==> config.mk <==
export PLATFORM = sky130hd
export DESIGN_NAME = sipo_deserializer
export DESIGN_NICKNAME = d
export VERILOG_FILES = /design/src/rtl/sipo_pkg.sv /design/src/rtl/sipo_shift_core.sv /design/src/rtl/sipo_deserializer.sv
export SDC_FILE = /design/constraint.sdc
export NUM_CORES = 1
export LEC_CHECK = 0
export ABC_AREA = 1
export CORE_ASPECT_RATIO = 1.1
export CORE_MARGIN = 10
export CORE_UTILIZATION = 48
export DETAILED_ROUTE_END_ITERATION = 12
export HOLD_SLACK_MARGIN = 0.05
export PLACE_DENSITY = 0.76
export SYNTH_ARGS = -nofsm -noshare
export SYNTH_HDL_FRONTEND = slang
export SYNTH_SLANG_ARGS = --single-unit
==> constraint.sdc <==
create_clock -name clk -period 1.8 [get_ports clk]
set_input_delay 0.18 -clock clk [delete_from_list [all_inputs] [get_ports clk]]
set_output_delay 0.18 -clock clk [all_outputs]
set_load 0.05 [all_outputs]
==> src/rtl/sipo_pkg.sv <==
// Shared types and constants for the serial-in / parallel-out deserializer.
// Holds the FSM state enum, the bit-counter width helper and the parity-bit count.
// Build option: define SIPO_PARITY_EN to append one even-parity bit to every word.
package sipo_pkg;

    // COMPLETE marks the cycle whose edge accepts the last bit of a word;
    // it is decoded combinationally and never held in the state register.
    typedef enum logic [1:0] {
        IDLE     = 2'd0,
        SHIFT    = 2'd1,
        COMPLETE = 2'd2
    } state_e;

`ifdef SIPO_PARITY_EN
    localparam int PAR_BITS = 1;
`else
    localparam int PAR_BITS = 0;
`endif

    // Width of a counter that must hold the values 0..width.
    function automatic int cnt_w(input int width);
        return $clog2(width + 1);
    endfunction

endpackage

==> src/rtl/sipo_shift_core.sv <==
// Shift register plus bit counter: assembles WIDTH serial bits (and an optional
// trailing parity bit) and pulses word_done on the edge that accepts the final bit.
// Ports: clk/reset/clr control; sin_valid/sin serial input; word is the assembled
// word including the bit accepted this cycle; word_done qualifies it; bit_cnt is
// the number of bits taken so far in the current word.
// Build option: SIPO_PARITY_EN (via sipo_pkg::PAR_BITS) extends the word by one bit.
module sipo_shift_core
    import sipo_pkg::*;
#(
    parameter int WIDTH     = 4,
    parameter bit LSB_FIRST = 1'b1
) (
    input  logic                        clk,
    input  logic                        reset,
    input  logic                        clr,
    input  logic                        sin_valid,
    input  logic                        sin,
    output logic [WIDTH-1:0]            word,
    output logic                        word_done,
    output logic [cnt_w(WIDTH)-1:0]     bit_cnt
);

    localparam int              CW      = cnt_w(WIDTH);
    localparam int              LAST    = WIDTH + PAR_BITS;
    localparam logic [CW-1:0]   LAST_M1 = CW'(LAST - 1);
    localparam logic [CW-1:0]   DATA_N  = CW'(WIDTH);
    localparam logic [CW-1:0]   ONE     = CW'(1);

    state_e             state_q;
    state_e             state_nxt;
    logic [WIDTH-1:0]   q;
    logic [WIDTH-1:0]   q_d;
    logic [WIDTH-1:0]   q_shifted;
    logic [CW-1:0]      cnt_q;
    logic [CW-1:0]      cnt_d;
    logic               data_bit;

    generate
        if (LSB_FIRST) begin : g_lsb_first
            assign q_shifted = {sin, q[WIDTH-1:1]};
        end else begin : g_msb_first
            assign q_shifted = {q[WIDTH-2:0], sin};
        end
    endgenerate

    // Positions 0..WIDTH-1 carry data; the optional parity bit sits at
    // position WIDTH and must not disturb the assembled word.
    assign data_bit = (cnt_q < DATA_N);

    always_comb begin
        state_nxt = state_q;
        case (state_q)
            IDLE:    if (sin_valid) state_nxt = SHIFT;
            SHIFT:   if (sin_valid && (cnt_q == LAST_M1)) state_nxt = COMPLETE;
            default: state_nxt = IDLE;
        endcase
    end

    always_comb begin
        word_done = (state_nxt == COMPLETE);
        q_d       = q;
        cnt_d     = cnt_q;
        if (sin_valid && data_bit) begin
            q_d = q_shifted;
        end
        if (word_done) begin
            cnt_d = '0;
        end else if (sin_valid) begin
            cnt_d = cnt_q + ONE;
        end
    end

    // The word is taken from the next-state value so the final data bit is
    // visible on the same edge that accepts it.
    assign word    = q_d;
    assign bit_cnt = cnt_q;

    always_ff @(posedge clk or negedge reset) begin
        if (!reset) begin
            state_q <= IDLE;
            q       <= '0;
            cnt_q   <= '0;
        end else if (clr) begin
            state_q <= IDLE;
            q       <= '0;
            cnt_q   <= '0;
        end else begin
            state_q <= (state_nxt == COMPLETE) ? IDLE : state_nxt;
            q       <= q_d;
            cnt_q   <= cnt_d;
        end
    end

endmodule

==> src/rtl/sipo_deserializer.sv <==
// Serial-in / parallel-out deserializer with a registered, double-buffered output
// word and valid/ready handshake; dout_valid rises on the edge accepting the last bit.
// Ports: clk, reset (async active-low), clr (sync clear); sin_valid/sin serial in;
// dout/dout_valid/dout_ready parallel out; busy, bit_cnt status; overrun sticky drop flag.
// Build option: SIPO_PARITY_EN adds a trailing even-parity bit per word and the
// parity_err output, loaded and held together with dout.
module sipo_deserializer
    import sipo_pkg::*;
#(
    parameter int WIDTH     = 4,
    parameter bit LSB_FIRST = 1'b1
) (
    input  logic                        clk,
    input  logic                        reset,
    input  logic                        clr,
    input  logic                        sin_valid,
    input  logic                        sin,
    output logic [WIDTH-1:0]            dout,
    output logic                        dout_valid,
    input  logic                        dout_ready,
    output logic                        busy,
    output logic [cnt_w(WIDTH)-1:0]     bit_cnt,
    output logic                        overrun
`ifdef SIPO_PARITY_EN
    ,
    output logic                        parity_err
`endif
);

    logic [WIDTH-1:0]   word;
    logic               word_done;
    logic               load;
    logic               drop;
    logic               consume;

    sipo_shift_core #(
        .WIDTH     (WIDTH),
        .LSB_FIRST (LSB_FIRST)
    ) u_core (
        .clk       (clk),
        .reset     (reset),
        .clr       (clr),
        .sin_valid (sin_valid),
        .sin       (sin),
        .word      (word),
        .word_done (word_done),
        .bit_cnt   (bit_cnt)
    );

    assign busy = (bit_cnt != '0);

    // A finished word may enter the buffer if it is empty or being drained on
    // this same edge; otherwise the new word is lost and overrun latches.
    assign consume = dout_valid && dout_ready;
    assign load    = word_done && (!dout_valid || dout_ready);
    assign drop    = word_done && dout_valid && !dout_ready;

    always_ff @(posedge clk or negedge reset) begin
        if (!reset) begin
            dout       <= '0;
            dout_valid <= 1'b0;
            overrun    <= 1'b0;
        end else if (clr) begin
            dout       <= '0;
            dout_valid <= 1'b0;
            overrun    <= 1'b0;
        end else begin
            if (load) begin
                dout       <= word;
                dout_valid <= 1'b1;
            end else if (consume) begin
                dout_valid <= 1'b0;
            end
            if (drop) begin
                overrun <= 1'b1;
            end
        end
    end

`ifdef SIPO_PARITY_EN
    // On completion the bit on sin is the parity bit itself, so the even-parity
    // check covers the stored word plus that bit.
    always_ff @(posedge clk or negedge reset) begin
        if (!reset) begin
            parity_err <= 1'b0;
        end else if (clr) begin
            parity_err <= 1'b0;
        end else if (load) begin
            parity_err <= (^word) ^ sin;
        end
    end
`endif

endmodule

======== Word-level counts from Yosys, hierarchy flattened ========
Cells that the tools add are included.
storage, ports and cells
  bits in writable memories ............... 0
  bits in read-only memories .............. 0
  word-level logic and storage cells ...... 43
  memories ................................ 0
  latch bits .............................. 0
  bits in registers ....................... 15
cells by class
  muxes and demuxes ....................... 17
  bitwise logic cells ..................... 0
  order comparisons ....................... 1
  reduce and logical (&&, ||, !) cells .... 15
  add/subtract/negate cells ............... 1
  shift operators ......................... 0
  div/mod/pow operators ................... 0
  equality and inequality tests ........... 3
  $mul .................................... 0
operator list
  operator                                                          count
  4-bit 2-to-1 mux                                                  4
  3-bit 2-to-1 mux                                                  3
  3-bit nonzero test                                                3
  2-bit 2-to-1 mux                                                  4
  1-bit logical AND                                                 6
  1-bit 2-to-1 mux                                                  5
  2-bit one-hot mux with 2 select lines                             1
  2-bit nonzero test                                                2
  3-bit by 1-bit adder with 3-bit output (second input constant)    1
  3-bit by 2-bit == test with 1-bit output (second input constant)  1
  3-bit less-than comparator (second input constant)                1
  2-bit by 1-bit == test with 1-bit output (second input constant)  1
  2-bit == test (second input constant)                             1
  1-bit zero test                                                   2
  2-bit zero test                                                   1
  1-bit logical OR                                                  1

======== Logic depth before layout (Yosys ltp) ========
  depth in word-level cells ............... 9
  depth in mapped cells ................... 8
  depth with buffers taken out ............ 8

======== Cells and area by module ========
Synthesis repeated with hierarchy kept, for this count alone.
unflattened totals
  cell total of the unflattened synthesis .. 91
  area total of the unflattened synthesis .. 739.5 µm²
modules (own cells, without submodules)
  module             cells each  area an instance (µm²)  instances
  sipo_shift_core    63          483.0                   1
  sipo_deserializer  28          256.5                   1

======== Least setup slack after synthesis ========
No wires, ideal clock.
  path kind ............................... reg2reg
  start point ............................. register u_core.cnt_q[2] (netlist: u_core.bit_cnt[2])
  end point ............................... register dout[0]
  setup slack ............................. 115 ps
  cell stages (with the launch flop) ...... 9
  path buffers ............................ 0
  arrival ................................. 1,567 ps
  path through ............................ dfrtp_1 inv_1 ha_1 nand2_1 inv_1 nand3_1 nand2_1 nand2_1 nand2_1
between the ends
  word-level cells in the longest chain between the ends .. 7
  elaborated cells on any way between the ends .. 12
  classes of those cells .................. 1 x order compare; 2 x eq/ne; 5 x mux; 4 x reduce/logical
ends and longest elaborated chain
  item                                      RTL line                 text
  start: declaration                        sipo_shift_core.sv:34    logic [CW-1:0] cnt_q;
  start signal: assignment                  sipo_shift_core.sv:90    cnt_q <= cnt_d;
  3-bit by 2-bit == test with 1-bit output  sipo_shift_core.sv:54    SHIFT: if (sin_valid && (cnt_q == LAST_M1)) state_nxt = COMPLETE;
  1-bit logical AND                         sipo_shift_core.sv:54
  2-bit 2-to-1 mux                          sipo_shift_core.sv:54
  2-bit one-hot mux with 2 select lines     sipo_shift_core.sv:52    case (state_q)
  2-bit == test                             sipo_shift_core.sv:60    word_done = (state_nxt == COMPLETE);
  1-bit logical AND                         sipo_deserializer.sv:55  assign load = word_done && (!dout_valid || dout_ready);
  2-bit nonzero test (no line)              n/a
  end signal: assignment                    sipo_deserializer.sv:69  dout <= word;
  end: declaration                          sipo_deserializer.sv:18  output logic [WIDTH-1:0] dout,
Parallel ways exist; a longest one is shown, timed or not. The select of a mux whose other input is x is not followed.
A chain may end at the register's enable or synchronous reset.

======== Final worst setup path ========
  start point ............................. register u_core.cnt_q[0] (netlist: u_core.bit_cnt[0])
  end point ............................... output bit_cnt[0]
RTL lines
  item              RTL line                 text
  end: declaration  sipo_deserializer.sv:22  output logic [cnt_w(WIDTH)-1:0] bit_cnt,
No word-level cell between the ends.

==> metrics.md <==
| Metric | Value |
|---|---|
| PD cells | 796 nW/um^2 |
| All-Layer GR Usage | 9.10% |
| Post-CTS Setup Bufs | 0 |
| Worst Path Arrival | 1.51 ns |
| CTS tree | built |
| Final Max Tran Viols | 0 |
| Sw Ratio | 31.2% |
| # IOs | 16 |
| Resized cells post-CTS | 0 |
| Drt total wl | 1460 um |
| RSZ-0062 raised after global routing | no |
| Number of clock sinks | 15 |
| Area post-placement | 883 sq um |
| Sequential Power Share | 50.9% |
| Critical Path Source Type | flop |
| Area Overhead vs Synth | 23.6% |
| Clk pwr share | 26.6% |
| Die width | 57.3 um |
| Initial core utilization | 52.5% |
| CP bufs+invs | 1 |
| Filler cells | between 100 and 150 |
| Post-synth cell types | 15 |
| DR WL/cell | 12.1 um |
| CP top delay family | buffers and inverters |
| Antenna violation net count after detailed routing | 0 |
| CP endpoint kind | primary output |
| N_diodes | 0 |
| Max-slew headroom | between 50% and 60% |
| Syn_area_per_cell | 8.46 sq um |
| Worst setup margin | 0.111 ns |
| Main combinational cell family by area after synthesis | simple AND/OR/NAND/NOR gates |
| Clock Skews | 0.00280 ns |
| Max clock buf depth | 2 |
| Internal cell power | 0.498 mW |
| Synth Area in Compound Gates | 1.36% |
| Post-synthesis mux area share | 0% |
| Detailed Place HPWL | 1130 um |
| Yosys reg bits | 15 |
| # nets final | 115 |
| Status | complete, no violations |
| Post-detailed-route via-to-cell ratio | around 5 |
| Post-Syn Area | 736 sq um |
| Period utilization | 93.8% |
| # rows | 14 |
| Crit path time final | 1.69 ns |
| Design Area, Final | roughly 910 sq um |
| Largest net degree at the start of global routing | 16 |
| Commonest non-fill, non-tap cell in the layout | nand2_1 |
| Switching Power | between 0.2 and 0.25 mW |
| Total core area | 1400 sq um |
| Worst skew pair latency | 0.28 ns |
| GP Congestion | 0.761 |
| Num CTS Buffers | 3 |
| Adder-cell area share of the yosys netlist | 5.10% |
| Root buffer cell | clkbuf_4 |
| FMAX | 592 MHz |
| Synth Area in Simple Gates | 32.1% |
| GR Overflow Total | 0 |
| Die ar. | 3500 sq um |
| Final Setup Violations | 0 |
| Post-CTS Hold Buffers | 0 |
| Tightest Hold Check Type | in -> async |
| Worst VDD drop | ~0.63 mV |
| CTS H-Tree Depth | 1 |
| Comb pwr share | 22.4% |
| Port bufs | 15 |
| Hold Vio Cnt, Final | 0 |
| First-pass GRT wire length | between 2000 and 3000 um |
| Number of global-route vias before repair | 593 |
| Most frequent cells in the layout | 24 x nand2_1, 15 x dfrtp_1, 13 x clkdlybuf4s50_1 |
| Worst Tran Pin Value | 0.659 ns |
| Cell count after synthesis | 87 |
| Share of layout cells above drive strength 1 | 12.4% |
| Setup CP Type | reg -> out |
| Sequential area share after synthesis | about half |
| Synth warnings | 0 |
| Slowest CP cell | clkdlybuf4s50_1 |
| Antenna violations before repair | 0 |
| Vias | 607 |
| Syn Nets | 96 |
| Post-place setup slack | around 0.27 ns |
| Worst-path clk slew | 0.09 ns |
| Initial DRC Count | 18 |
| P_leak | 0.472 nW |
| Die H | 61.1 um |
| DRT Pass-1 Iters | 4 |
| Max Cap Violations | 0 |
| Synth Area in XOR/XNOR | 0% |
| Highest fanout seen on the critical path | 4 |
| Worst path required time | 1.62 ns |
| Drt drc | 0 |
| CP cell instances | clkdlybuf4s50_1 |
| Setup TNS | 0 ns |
| Crit path largest cell delay | approximately 0.83 ns |
[through the flow]
step / util [%] / instances / total power, mW / hold slack (ns)
final: 64.9 / 121 / 0.724 / 0.298
after global routing: 64.9 / 121 / 0.757 / 0.331
after CTS: 64.9 / 121 / 0.726 / 0.320
after detailed placement: 63.0 / 117 / 0.539 / 0.489
after global placement: 63.0 / 117 / 0.539 / 0.481
after floorplan: - / 87 / 0.483 / -0.116
[cells in the mapped netlist (all sizes together)]
library cell,count,share of area (%)
ha,3,5.1
conb,1,0.51
a21oi,2,1.4
nand3,10,6.8
clkbuf,1,1.9
nand3b,1,1.0
dfrtp,15,51
buf,1,1.5
nor2,15,10
inv,12,6.5
nand2,24,12
nand4,2,1.7
[layer usage]
| metal | vias up | part of all wire (%) | GRT usage [%] | wire length (um) |
|---|---|---|---|---|
| met5 | - | 0 | 0 | 0 |
| met4 | 0 | 0.96 | 3.69 | 14 |
| met3 | 2 | 6.0 | 3.50 | 88 |
| met2 | 15 | 46 | 14.3 | 672 |
| met1 | 285 | 47 | 11.0 | 683 |
| li1 | 305 | - | - | - |
[power by group through the flow]
stage,logic [mW],registers (mW),clock network [mW]
2_1_floorplan,0.0669,0.416,0
3_3_place_gp,0.163,0.375,0
3_5_place_dp,0.164,0.375,0
4_1_cts,0.165,0.369,0.192
5_1_grt,0.177,0.372,0.208
6_report,0.163,0.369,0.193
[logic make-up after synthesis]
family | after synthesis
buffers and inverters | 14
flip-flops | 15
adder cells (fa/ha/maj) | 3
other | 1
AND/OR/NAND/NOR | 52
AO/OA/AOI/OAI | 2
[path summary, 6_finish.rpt]
path | slack [ns] | cells past startpoint | to | start
max | 0.11 | 1 | bit_cnt[0] | u_core.bit_cnt[0]
max in group asynchronous | 1.08 | 1 | u_core.bit_cnt[0] | reset
min reg2reg | 0.50 | 2 | overrun | overrun
max reg2reg | 0.24 | 8 | dout[0] | u_core.bit_cnt[0]
min in group clk | 0.50 | 2 | overrun | overrun
min | 0.30 | 1 | dout[2] | reset
[sequential cells by signal, indices dropped and copies added, names as in the netlist]
signal,cells
dout,4
overrun,1
dout_valid,1
u_core.state_q,2
u_core.q,4
u_core.bit_cnt,3
[area by class of cell]
cell class                 count  area (sq um)  share of cell area, %
sequential                    15           375                   41.3
multi-input combinational     58           288                   31.6
timing repair buffer          16           153                   16.8
inverter                      12          47.5                   5.23
clock buffer                   4          26.3                   2.89
tap                           16          20.0                   2.20
Power figures use the tool's default switching activity.
